## config.mk

```make
export PLATFORM = sky130hd
export DESIGN_NAME = ysyx_22050710_rf_warb_flat
export DESIGN_NICKNAME = d
export VERILOG_FILES = /design/src/rtl/ysyx_22050710_rf_warb_if.sv /design/src/rtl/ysyx_22050710_rf_warb.sv /design/src/flat_wrapper.sv
export SDC_FILE = /design/constraint.sdc
export NUM_CORES = 1
export LEC_CHECK = 0
export ABC_AREA = 0
export BUFFER_PORTS_ARGS = -buffer_cell sky130_fd_sc_hd__clkbuf_2
export CORE_ASPECT_RATIO = 1.1
export CORE_MARGIN = 2
export CORE_UTILIZATION = 41
export CTS_BUF_LIST = sky130_fd_sc_hd__clkbuf_8
export CTS_CLUSTER_DIAMETER = 100
export DETAILED_ROUTE_END_ITERATION = 6
export GPL_TIMING_DRIVEN = 0
export PLACE_DENSITY_LB_ADDON = 0.08
export SKIP_CTS_REPAIR_TIMING = 1
export SLEW_MARGIN = 20
export SYNTH_ARGS = -nofsm -noshare
export SYNTH_HDL_FRONTEND = slang
export SYNTH_SLANG_ARGS = --single-unit
```

## constraint.sdc

```tcl
create_clock -name i_clk -period 0.8 [get_ports i_clk]
set_input_delay 0 -clock i_clk [delete_from_list [all_inputs] [get_ports i_clk]]
set_output_delay 0 -clock i_clk [all_outputs]
set_load 0.02 [all_outputs]
```

## src/rtl/ysyx_22050710_rf_warb_if.sv

```systemverilog
// GPR write-port arbiter bus: WS and LU requests in, grants and registered RF write out.
// master = requester/pipeline side, slave = arbiter side.
interface ysyx_22050710_rf_warb_if #(
   parameter int unsigned GPR_ADDR_WD = 5,
   parameter int unsigned GPR_WD      = 64
);
   logic                   i_ws_valid;
   logic                   i_ws_wen;
   logic [GPR_ADDR_WD-1:0] i_ws_waddr;
   logic [GPR_WD-1:0]      i_ws_wdata;
   logic                   o_ws_ready;
   logic                   i_lu_valid;
   logic [GPR_ADDR_WD-1:0] i_lu_waddr;
   logic [GPR_WD-1:0]      i_lu_wdata;
   logic                   o_lu_ready;
   logic                   o_rf_wen;
   logic [GPR_ADDR_WD-1:0] o_rf_waddr;
   logic [GPR_WD-1:0]      o_rf_wdata;
   logic                   o_rf_src_lu;

   modport master (
      output i_ws_valid, i_ws_wen, i_ws_waddr, i_ws_wdata,
      output i_lu_valid, i_lu_waddr, i_lu_wdata,
      input  o_ws_ready, o_lu_ready,
      input  o_rf_wen, o_rf_waddr, o_rf_wdata, o_rf_src_lu
   );

   modport slave (
      input  i_ws_valid, i_ws_wen, i_ws_waddr, i_ws_wdata,
      input  i_lu_valid, i_lu_waddr, i_lu_wdata,
      output o_ws_ready, o_lu_ready,
      output o_rf_wen, o_rf_waddr, o_rf_wdata, o_rf_src_lu
   );
endinterface

```

## src/rtl/ysyx_22050710_rf_warb.sv

```systemverilog
// Single GPR write-port arbiter: WS has priority, LU gets anti-starvation boost.
// Define YSYX_22050710_RF_WARB_STARVE_EN to build the starvation counter / LU_PRIO state.
module ysyx_22050710_rf_warb #(
   parameter int unsigned GPR_ADDR_WD = 5,
   parameter int unsigned GPR_WD      = 64,
   parameter int unsigned STARVE_MAX  = 8,
   parameter int unsigned CNT_WD      = 4
) (
   input  logic                   i_clk,
   input  logic                   i_rst_n,
   ysyx_22050710_rf_warb_if.slave bus
);

   // Reject configurations where the counter cannot reach STARVE_MAX-1.
   if ((STARVE_MAX < 1) || ((64'(1) << CNT_WD) <= 64'(STARVE_MAX))) begin : g_cfg_err
      $error("rf_warb: need STARVE_MAX >= 1 and 2**CNT_WD > STARVE_MAX");
   end

   logic w_ws_req;
   logic w_lu_wr;
   logic w_ws_grant;
   logic w_lu_grant;

   logic                   r_rf_wen;
   logic [GPR_ADDR_WD-1:0] r_rf_waddr;
   logic [GPR_WD-1:0]      r_rf_wdata;
   logic                   r_rf_src_lu;

   assign w_ws_req = bus.i_ws_valid & bus.i_ws_wen & (bus.i_ws_waddr != '0);
   assign w_lu_wr  = bus.i_lu_valid & (bus.i_lu_waddr != '0);

`ifdef YSYX_22050710_RF_WARB_STARVE_EN
   typedef enum logic [0:0] {
      WS_PRIO = 1'b0,
      LU_PRIO = 1'b1
   } state_t;

   localparam logic [CNT_WD-1:0] CNT_SAT = CNT_WD'(STARVE_MAX - 1);

   state_t            r_state;
   state_t            w_state_nxt;
   logic [CNT_WD-1:0] r_starve_cnt;
   logic [CNT_WD-1:0] w_starve_cnt_nxt;

   always_ff @(posedge i_clk or negedge i_rst_n) begin
      if (!i_rst_n) begin
         r_state      <= WS_PRIO;
         r_starve_cnt <= '0;
      end else begin
         r_state      <= w_state_nxt;
         r_starve_cnt <= w_starve_cnt_nxt;
      end
   end

   // Counter clears by default; it only advances while LU loses in WS_PRIO.
   always_comb begin
      w_state_nxt      = r_state;
      w_starve_cnt_nxt = '0;
      w_ws_grant       = 1'b0;
      w_lu_grant       = 1'b0;
      if (i_rst_n) begin
         case (r_state)
            WS_PRIO: begin
               if (w_ws_req) begin
                  w_ws_grant = 1'b1;
                  if (bus.i_lu_valid) begin
                     w_starve_cnt_nxt = (r_starve_cnt == CNT_SAT) ? CNT_SAT
                                                                  : r_starve_cnt + CNT_WD'(1);
                     if (r_starve_cnt == CNT_SAT) begin
                        w_state_nxt = LU_PRIO;
                     end
                  end
               end else begin
                  w_lu_grant = bus.i_lu_valid;
               end
            end
            LU_PRIO: begin
               if (bus.i_lu_valid) begin
                  w_lu_grant = 1'b1;
               end else begin
                  w_ws_grant = w_ws_req;
               end
               w_state_nxt = WS_PRIO;
            end
         endcase
      end
   end
`else
   assign w_ws_grant = i_rst_n & w_ws_req;
   assign w_lu_grant = i_rst_n & ~w_ws_req & bus.i_lu_valid;
`endif

   // WS without a port need always retires; a requesting WS only on grant.
   assign bus.o_ws_ready = i_rst_n & (w_ws_grant | ~w_ws_req);
   assign bus.o_lu_ready = w_lu_grant;

   // Winner captured into the write registers; LU writes to x0 are acked but dropped.
   always_ff @(posedge i_clk or negedge i_rst_n) begin
      if (!i_rst_n) begin
         r_rf_wen    <= 1'b0;
         r_rf_waddr  <= '0;
         r_rf_wdata  <= '0;
         r_rf_src_lu <= 1'b0;
      end else begin
         r_rf_wen    <= w_ws_grant | (w_lu_grant & w_lu_wr);
         r_rf_src_lu <= ~w_ws_grant & w_lu_grant & w_lu_wr;
         if (w_ws_grant) begin
            r_rf_waddr <= bus.i_ws_waddr;
            r_rf_wdata <= bus.i_ws_wdata;
         end else if (w_lu_grant & w_lu_wr) begin
            r_rf_waddr <= bus.i_lu_waddr;
            r_rf_wdata <= bus.i_lu_wdata;
         end
      end
   end

   assign bus.o_rf_wen    = r_rf_wen;
   assign bus.o_rf_waddr  = r_rf_waddr;
   assign bus.o_rf_wdata  = r_rf_wdata;
   assign bus.o_rf_src_lu = r_rf_src_lu;

endmodule

```

## src/flat_wrapper.sv

```systemverilog
// flat-port wrapper written by rule: the top's interface ports become plain ports
module ysyx_22050710_rf_warb_flat 
#(
   parameter int unsigned GPR_ADDR_WD = 5,
   parameter int unsigned GPR_WD      = 64,
   parameter int unsigned STARVE_MAX  = 8,
   parameter int unsigned CNT_WD      = 4
)
  (i_clk, i_rst_n, bus_i_ws_valid, bus_i_ws_wen, bus_i_ws_waddr, bus_i_ws_wdata, bus_i_lu_valid, bus_i_lu_waddr, bus_i_lu_wdata, bus_o_ws_ready, bus_o_lu_ready, bus_o_rf_wen, bus_o_rf_waddr, bus_o_rf_wdata, bus_o_rf_src_lu);
  ysyx_22050710_rf_warb_if #(.GPR_ADDR_WD(GPR_ADDR_WD), .GPR_WD(GPR_WD)) bus_i ();
  input  logic i_clk;
  input  logic i_rst_n;
  input wire logic [$bits(bus_i.i_ws_valid)-1:0] bus_i_ws_valid;
  input wire logic [$bits(bus_i.i_ws_wen)-1:0] bus_i_ws_wen;
  input wire logic [$bits(bus_i.i_ws_waddr)-1:0] bus_i_ws_waddr;
  input wire logic [$bits(bus_i.i_ws_wdata)-1:0] bus_i_ws_wdata;
  input wire logic [$bits(bus_i.i_lu_valid)-1:0] bus_i_lu_valid;
  input wire logic [$bits(bus_i.i_lu_waddr)-1:0] bus_i_lu_waddr;
  input wire logic [$bits(bus_i.i_lu_wdata)-1:0] bus_i_lu_wdata;
  output wire logic [$bits(bus_i.o_ws_ready)-1:0] bus_o_ws_ready;
  output wire logic [$bits(bus_i.o_lu_ready)-1:0] bus_o_lu_ready;
  output wire logic [$bits(bus_i.o_rf_wen)-1:0] bus_o_rf_wen;
  output wire logic [$bits(bus_i.o_rf_waddr)-1:0] bus_o_rf_waddr;
  output wire logic [$bits(bus_i.o_rf_wdata)-1:0] bus_o_rf_wdata;
  output wire logic [$bits(bus_i.o_rf_src_lu)-1:0] bus_o_rf_src_lu;
  assign bus_i.i_ws_valid = bus_i_ws_valid;
  assign bus_i.i_ws_wen = bus_i_ws_wen;
  assign bus_i.i_ws_waddr = bus_i_ws_waddr;
  assign bus_i.i_ws_wdata = bus_i_ws_wdata;
  assign bus_i.i_lu_valid = bus_i_lu_valid;
  assign bus_i.i_lu_waddr = bus_i_lu_waddr;
  assign bus_i.i_lu_wdata = bus_i_lu_wdata;
  assign bus_o_ws_ready = bus_i.o_ws_ready;
  assign bus_o_lu_ready = bus_i.o_lu_ready;
  assign bus_o_rf_wen = bus_i.o_rf_wen;
  assign bus_o_rf_waddr = bus_i.o_rf_waddr;
  assign bus_o_rf_wdata = bus_i.o_rf_wdata;
  assign bus_o_rf_src_lu = bus_i.o_rf_src_lu;
  ysyx_22050710_rf_warb #(.GPR_ADDR_WD(GPR_ADDR_WD), .GPR_WD(GPR_WD), .STARVE_MAX(STARVE_MAX), .CNT_WD(CNT_WD)) u_core (.i_clk(i_clk), .i_rst_n(i_rst_n), .bus(bus_i));
endmodule
```

==> results of run 1 <==
==> final timing paths <==
path	slack [ns]	cells past startpoint	from	to
setup reg to reg	-0.12	3	u_core.bus.o_rf_wdata[32]	u_core.bus.o_rf_wdata[32]
hold / removal	-0.03	3	bus_i_ws_valid	u_core.bus.o_rf_src_lu
hold reg to reg	0.57	1	u_core.bus.o_rf_waddr[1]	u_core.bus.o_rf_waddr[1]
setup / recovery	-0.18	7	i_rst_n	u_core.bus.o_rf_wdata[28]
min in group asynchronous	0.04	2	i_rst_n	u_core.bus.o_rf_wdata[27]
max in group asynchronous	-0.02	4	i_rst_n	u_core.bus.o_rf_wdata[44]
==> through the flow <==
| stage | setup TNS [ns] | cells |
|---|---|---|
| floorplan | -13.01 | 387 |
| global placement | -232.25 | 716 |
| detailed placement | -88.08 | 717 |
| CTS | -68.66 | 733 |
| global route | -17.70 | 929 |
| finish | -14.40 | 929 |
==> layout make-up <==
class,count,area (µm²)
tap,114,142.6
buffer,30,441.7
fill,161,282.8
clock inverter,4,43.79
multi-input combinational,285,2048
clock buffer,12,165.2
sequential,71,1777
timing repair buffer,413,3837
==> metal layers <==
layer	part of all wire, %	vias to the layer above	track usage (%)
met4	7.0	0	8.473
met3	9.2	143	5.482
met2	50	458	37.14
met1	34	2490	25.54
met5	0	-	0
li1	-	2153	-
==> layout by cell type, fill, tap and decap left out, types with 2 or more instances in the layout <==
cell type	count
clkbuf_8	12
buf_4	34
o21ai_1	2
clkbuf_16	22
nand2_1	69
dlygate4sd3_1	142
a21oi_2	78
nor3_4	2
a21oi_4	22
buf_16	2
clkbuf_2	138
a2bb2oi_2	5
nor2_2	33
dfrtp_1	71
a21oi_1	29
buf_8	11
nor2_1	32
buf_12	11
clkinv_2	2
o21ai_2	3
buf_6	81
==> worst register-to-register path: cells and delay by family, from the launching register on <==
family / cells / cell delay, ns
compound gates: 1 / 0.22
flops: 1 / 0.41
simple gates: 1 / 0.05
buf+inv: 1 / 0.14
==> registers in the layout, indices dropped and copies added (netlist names) <==
name,flops
u_core.bus.o_rf_wdata,64
u_core.bus.o_rf_waddr,5
u_core.bus.o_rf_src_lu,1
u_core.bus.o_rf_wen,1
==> power breakdown <==
| part | leakage (nW) | internal, mW | total, mW | switching [mW] |
|---|---|---|---|---|
| Sequential | 0.839 | 4.15 | 4.70 | 0.553 |
| Clock | 0.114 | 1.68 | 3.14 | 1.46 |
| Combinational | 2.97 | 3.05 | 5.81 | 2.76 |
==> logic make-up after synthesis <==
kind of cell / count (synthesis) / share of synthesized area, %
simple gates: 141 / 15.38
flops: 71 / 48.75
buf+inv: 31 / 6.728
compound gates: 144 / 29.15
==> synthesized netlist by cell type <==
master / instances
dfrtp_1: 71
nand2_1: 71
and3_1: 1
a21boi_0: 1
nor2_1: 66
a21bo_1: 1
clkbuf_1: 1
buf_2: 18
a31oi_1: 1
o21ai_1: 2
buf_6: 5
buf_12: 1
a2bb2oi_2: 5
nor3_2: 2
a21boi_4: 1
a21o_1: 1
buf_8: 4
buf_4: 2
a21oi_2: 71
a21oi_1: 58
nand2_8: 1
o21ai_0: 3
==> results.py, run 1 <==
metrics = {
    "run_status": {
        "status": "finished with violations",
        "violations": "hold timing, setup timing",
    },
    "timing": {
        "rsz0062_at_grt": "true",
        "report.final.slew_viol_count": 0,
        "maxSlewHeadroom_pct": 55.53,
        "setup_ws_ns": -0.1783,
        "period_needed_ns": 0.9783,
        "final-setup-viol-count": 151,
        "hold_ws_ns": -0.03413,
        "max_clock_freq_mhz": 1022,
        "fin_crit_sh_pct": 122.3,
        "fin_skew_ns": 0,
        "tightest_slew_ns": 0.6648,
        "hold_viol": 2,
    },
    "clock_network": {
        "htreeDepth": 3,
        "clkSlewWorstSetupHoldPaths_ns": 0.09,
        "clk_path_buf_depth": 2,
        "root_buffer": "clkbuf_8",
        "cts_buffers": 9,
        "cts_tree": "done",
        "worstSkewPairLatency_ns": 0.35,
        "cts_sinks": 71,
    },
    "grt": {
        "overflow": 0,
        "track_usage_pct": 21.39,
        "antenna_found_initial": 0,
        "grt_pass1_vias": 3450,
        "grt_pass1_wl_mm": 15.99,
        "grt_max_degree": 52,
    },
    "placed_design": {
        "pre_cts_ws_ns": -1.355,
        "dpl_cell_area_um2": 4996,
        "hpwl_mm": 7.920,
        "gp_congestion": 0.7627,
        "portBuffers": 215,
    },
    "synthesis": {
        "synth.ff_latch_count": 71,
        "yosysTopAreaCell": "dfrtp_1",
        "syn_inst": 387,
        "yosys_warnings": 0,
        "syn_area_um2": 3645,
        "synth_nets": 530,
        "ys_seq_area_share_pct": 48.75,
        "syn_avg_cell_area_um2": 9.418,
        "synth.top_cell.area_share_pct": 48.75,
        "yosysUniqueCellTypes": 22,
        "yosys-top-cells-area": "dfrtp_1, a21oi_2, a21oi_1, nand2_1, nor2_1",
    },
    "setup_path": {
        "cp-start-kind": "input port",
        "worst-path-buf-inv": 3,
        "cp_slowest_stage_delay_ns": 0.32,
        "cp_top_family": "compound AO/OA/AOI/OAI gates",
        "crit_chain": "buf_16 > and3_4 > a21boi_4 > buf_12 > clkbuf_16 > a21oi_2 > a21oi_1",
        "path_max_fanout": 5,
        "slowest_stage": "a21boi_4",
        "critPathRequiredTime_ns": 1.05,
        "critical_path_class": "input port to flip-flop",
        "cp-end-kind": "flip-flop",
        "crit_arrival_ns": 1.23,
    },
    "power": {
        "power_mw": 13.65,
        "ir_drop_v": 0.001190,
        "power_per_cell_area_nw_per_um2": 1614,
        "power_leakage_nw": 3.924,
    },
    "die": {
        "core_region_area_um2": 8738,
        "initial_core_util_pct": 41.71,
        "dieArea_um2": 9660,
        "die_w_um": 93.90,
        "ioPinCount": 216,
        "die_h_um": 102.9,
        "rows": 36,
    },
    "detailed_routing": {
        "drt_wl_total_mm": 22.03,
        "drt_iter0_drc": 367,
        "drtAntennaViolNets": 0,
        "post_drt_wl_per_cell_um": 23.72,
        "drc_errors": 0,
        "via_per_inst": 5.645,
        "num_vias": 5244,
        "dr.pass1.iters": 5,
    },
    "cells_and_area": {
        "finish.instance_area_um2": 8456,
        "nNetsFinal": 953,
        "area_growth_pct": 132.0,
        "fin_util_pct": 96.76,
        "layout-drive-gt1-share_pct": 57.18,
        "antenna_cells": 0,
    },
    "worst_hold_path": {
        "hp-class": "input port to flip-flop",
    },
    "run": {
        "cap_violations": 0,
    },
}
Note: power is estimated with default switching activity, not from simulation.
==> inputs of run 2 (changes only) <==
- ABC_AREA: 0 -> 1
- CORE_UTILIZATION: 41 -> 42
==> run 2 against run 1 <==
The flow still finishes with violations (hold timing, setup timing). Clock skew is the same. Cell count grew 7.8%. Via count grew 0.59%. Setup slack gained 0.062 ns. Final area shrank 15%. Area after synthesis grew 8.7%. Largest cell class unchanged. Sequential power is essentially flat. First-iteration DRC count shrank 13%.
==> results.py, run 2 <==
metrics = {
    "die": {
        "initial_core_util_pct": 42.78,
        "rows": 37,
        "dieArea_um2": 10230,
        "ioPinCount": 216,
        "core_region_area_um2": 9259,
        "die_w_um": 96.60,
        "die_h_um": 105.9,
    },
    "synthesis": {
        "yosys-top-cells-area": "dfrtp_1, nand2_1, nand4_1, nand3_1, buf_2",
        "synth.top_cell.area_share_pct": 44.85,
        "synth_xor_area_share_pct": 0,
        "yosys.area_share.simple_pct": 48.33,
        "synth_compound_area_share_pct": 0,
        "yosysUniqueCellTypes": 15,
        "ys_seq_area_share_pct": 44.85,
        "synth-edff-count": 0,
        "netlist_top_cells_count": "nand2_1, dfrtp_1, nand3_1, nand4_1, clkbuf_1",
        "synth_nets": 698,
        "synth.ff_latch_count": 71,
        "async_flop_share_pct": 100.0,
        "yosys-mux-area-fraction_pct": 0,
        "syn_avg_cell_area_um2": 7.137,
        "synth_top_family_by_area": "simple AND/OR/NAND/NOR gates",
        "synth_ff_type": "dfrtp_1",
        "syn_inst": 555,
        "yosysMostFrequentCell": "nand2_1",
        "synth-adder-area-share_pct": 0,
        "syn_area_um2": 3961,
        "yosys_warnings": 0,
        "yosysTopAreaCell": "dfrtp_1",
    },
    "placed_design": {
        "gp_congestion": 0.8616,
        "hpwl_mm": 9.560,
        "dp.cells": 888,
        "portBuffers": 215,
    },
    "setup_path": {
        "worstReg2RegStart": "u_core.bus.o_rf_wdata[26]",
        "r2r-end": "u_core.bus.o_rf_wdata[26]",
        "cp-end-kind": "output port",
        "crit_chain": "buf_6",
        "path_max_fanout": 2,
        "cp_slowest_stage_delay_ns": 0.42,
        "cp-start-kind": "flip-flop",
        "critPathRequiredTime_ns": 0.80,
        "r2r_cells": 3,
        "rrSetupSlack_ns": -0.01,
        "cp_top_family": "flip-flops",
        "crit_arrival_ns": 0.92,
        "slowest_stage": "dfrtp_1",
        "critical_path_class": "flip-flop to output port",
        "worst-path-buf-inv": 1,
    },
    "timing": {
        "max_clock_freq_mhz": 1091,
        "hold_ws_ns": -0.5465,
        "period_needed_ns": 0.9166,
        "fin_skew_ns": 0,
        "setup_ws_ns": -0.1166,
        "tns_ns": -8.715,
        "fin_crit_sh_pct": 114.6,
        "maxSlewHeadroom_pct": 67.98,
        "rsz0062_at_grt": "true",
        "hold_viol": 103,
        "report.final.slew_viol_count": 0,
        "final-setup-viol-count": 139,
        "tightest_slew_ns": 0.4804,
    },
    "cells_and_area": {
        "layout-drive-gt1-share_pct": 40.84,
        "final_common_cell": "nand2_1",
        "nNetsFinal": 1022,
        "area_growth_pct": 82.50,
        "final_cells": 1001,
        "antenna_cells": 0,
        "largest_reg_flops": 64,
        "layout_common_cells": "nand2_1, clkbuf_2, buf_6, dfrtp_1",
    },
    "worst_hold_path": {
        "hp-class": "input port to async pin",
    },
    "grt": {
        "grt_max_degree": 39,
        "antenna_found_initial": 0,
        "track_usage_pct": 25.31,
        "overflow": 0,
        "grt_pass1_vias": 4234,
        "grt_pass1_wl_mm": 20.13,
    },
    "detailed_routing": {
        "drt_wl_total_mm": 15.93,
        "drt_iter0_drc": 320,
        "num_vias": 5275,
        "via_per_inst": 5.270,
        "dr.pass1.iters": 5,
        "post_drt_wl_per_cell_um": 15.92,
        "drc_errors": 0,
        "drtAntennaViolNets": 0,
    },
    "run": {
        "cap_violations": 0,
    },
    "clock_network": {
        "clkSlewWorstSetupHoldPaths_ns": 0.08,
        "worstSkewPairLatency_ns": 0.35,
        "htreeDepth": 3,
        "cts_buffers": 9,
        "cts_sinks": 71,
        "cts_tree": "done",
        "clk_path_buf_depth": 2,
        "root_buffer": "clkbuf_8",
    },
    "power": {
        "power_per_cell_area_nw_per_um2": 1718,
        "ir_drop_v": 0.0009716,
        "power_leakage_nw": 4.000,
    },
    "run_status": {
        "violations": "hold timing, setup timing",
        "status": "finished with violations",
    },
}
run 2: kinds of logic (layout without fill, tap and decap cells):
kind of cell / after synthesis / count (layout)
buffers and inverters: 57 / 386
and+or+nand+nor: 427 / 427
DFF: 71 / 71
run 2: final cells by class:
type	instances	area (µm²)
well taps	117	146.4
multi-input cells	427	2076
fillers	635	2029
flip-flops and latches	71	1777
repair buffers	313	2569
clock inverters	5	23.77
inverters	5	23.77
plain buffers	52	462.9
clock buffers	11	151.4
run 2: worst max path at each step:
stage | start | end | slack [ns] | cells past startpoint
6_report | u_core.bus.o_rf_wdata[6] | bus_o_rf_wdata[6] | -0.12 | 1
3_3_place_gp | i_rst_n | u_core.bus.o_rf_wdata[53] | -1.96 | 9
4_1_cts | i_rst_n | u_core.bus.o_rf_wdata[55] | -0.63 | 9
3_5_place_dp | i_rst_n | u_core.bus.o_rf_wdata[55] | -1.0 | 7
5_1_grt | bus_i_ws_waddr[0] | u_core.bus.o_rf_wdata[35] | -0.15 | 10
2_1_floorplan | bus_i_ws_waddr[3] | u_core.bus.o_rf_waddr[0] | -0.08 | 9
run 2: routing by layer:
layer	share of wire, %	wire [µm]	global-route usage [%]	vias up
met5	0	0	0	-
met3	7.9	1260	4.789	34
met1	39	6152	34.72	2470
met2	51	8138	40.08	284
met4	2.4	380	8.350	0
li1	-	-	-	2487
run 2: metrics by stage:
step                      setup slack [ns]  power (mW)  utilization [%]  hold WS [ns]  area, µm²
final                              -0.1166       12.42            78.08       -0.5465       7229
after global routing               -0.1542       12.99            78.08       -0.5508       7229
after CTS                          -0.6332       10.63            59.18       -0.3352       5479
after detailed placement           -0.9957       8.047            57.28       0.04466       5304
after global placement              -1.960       7.965            57.04        0.2902       5281
after floorplan                   -0.07628       6.570                -       -0.2956       4059
run 2: worst register-to-register path, delay by kind of cell (launching register included):
kind / cells / cell delay [ns]
buf+inv: 1 / 0.15
flops: 1 / 0.41
simple gates: 2 / 0.15
run 2: power breakdown:
part           internal [mW]  total [mW]  switching (mW)
combinational           2.65        5.10            2.45
clock                   1.26        2.61            1.35
sequential              4.21        4.71           0.499
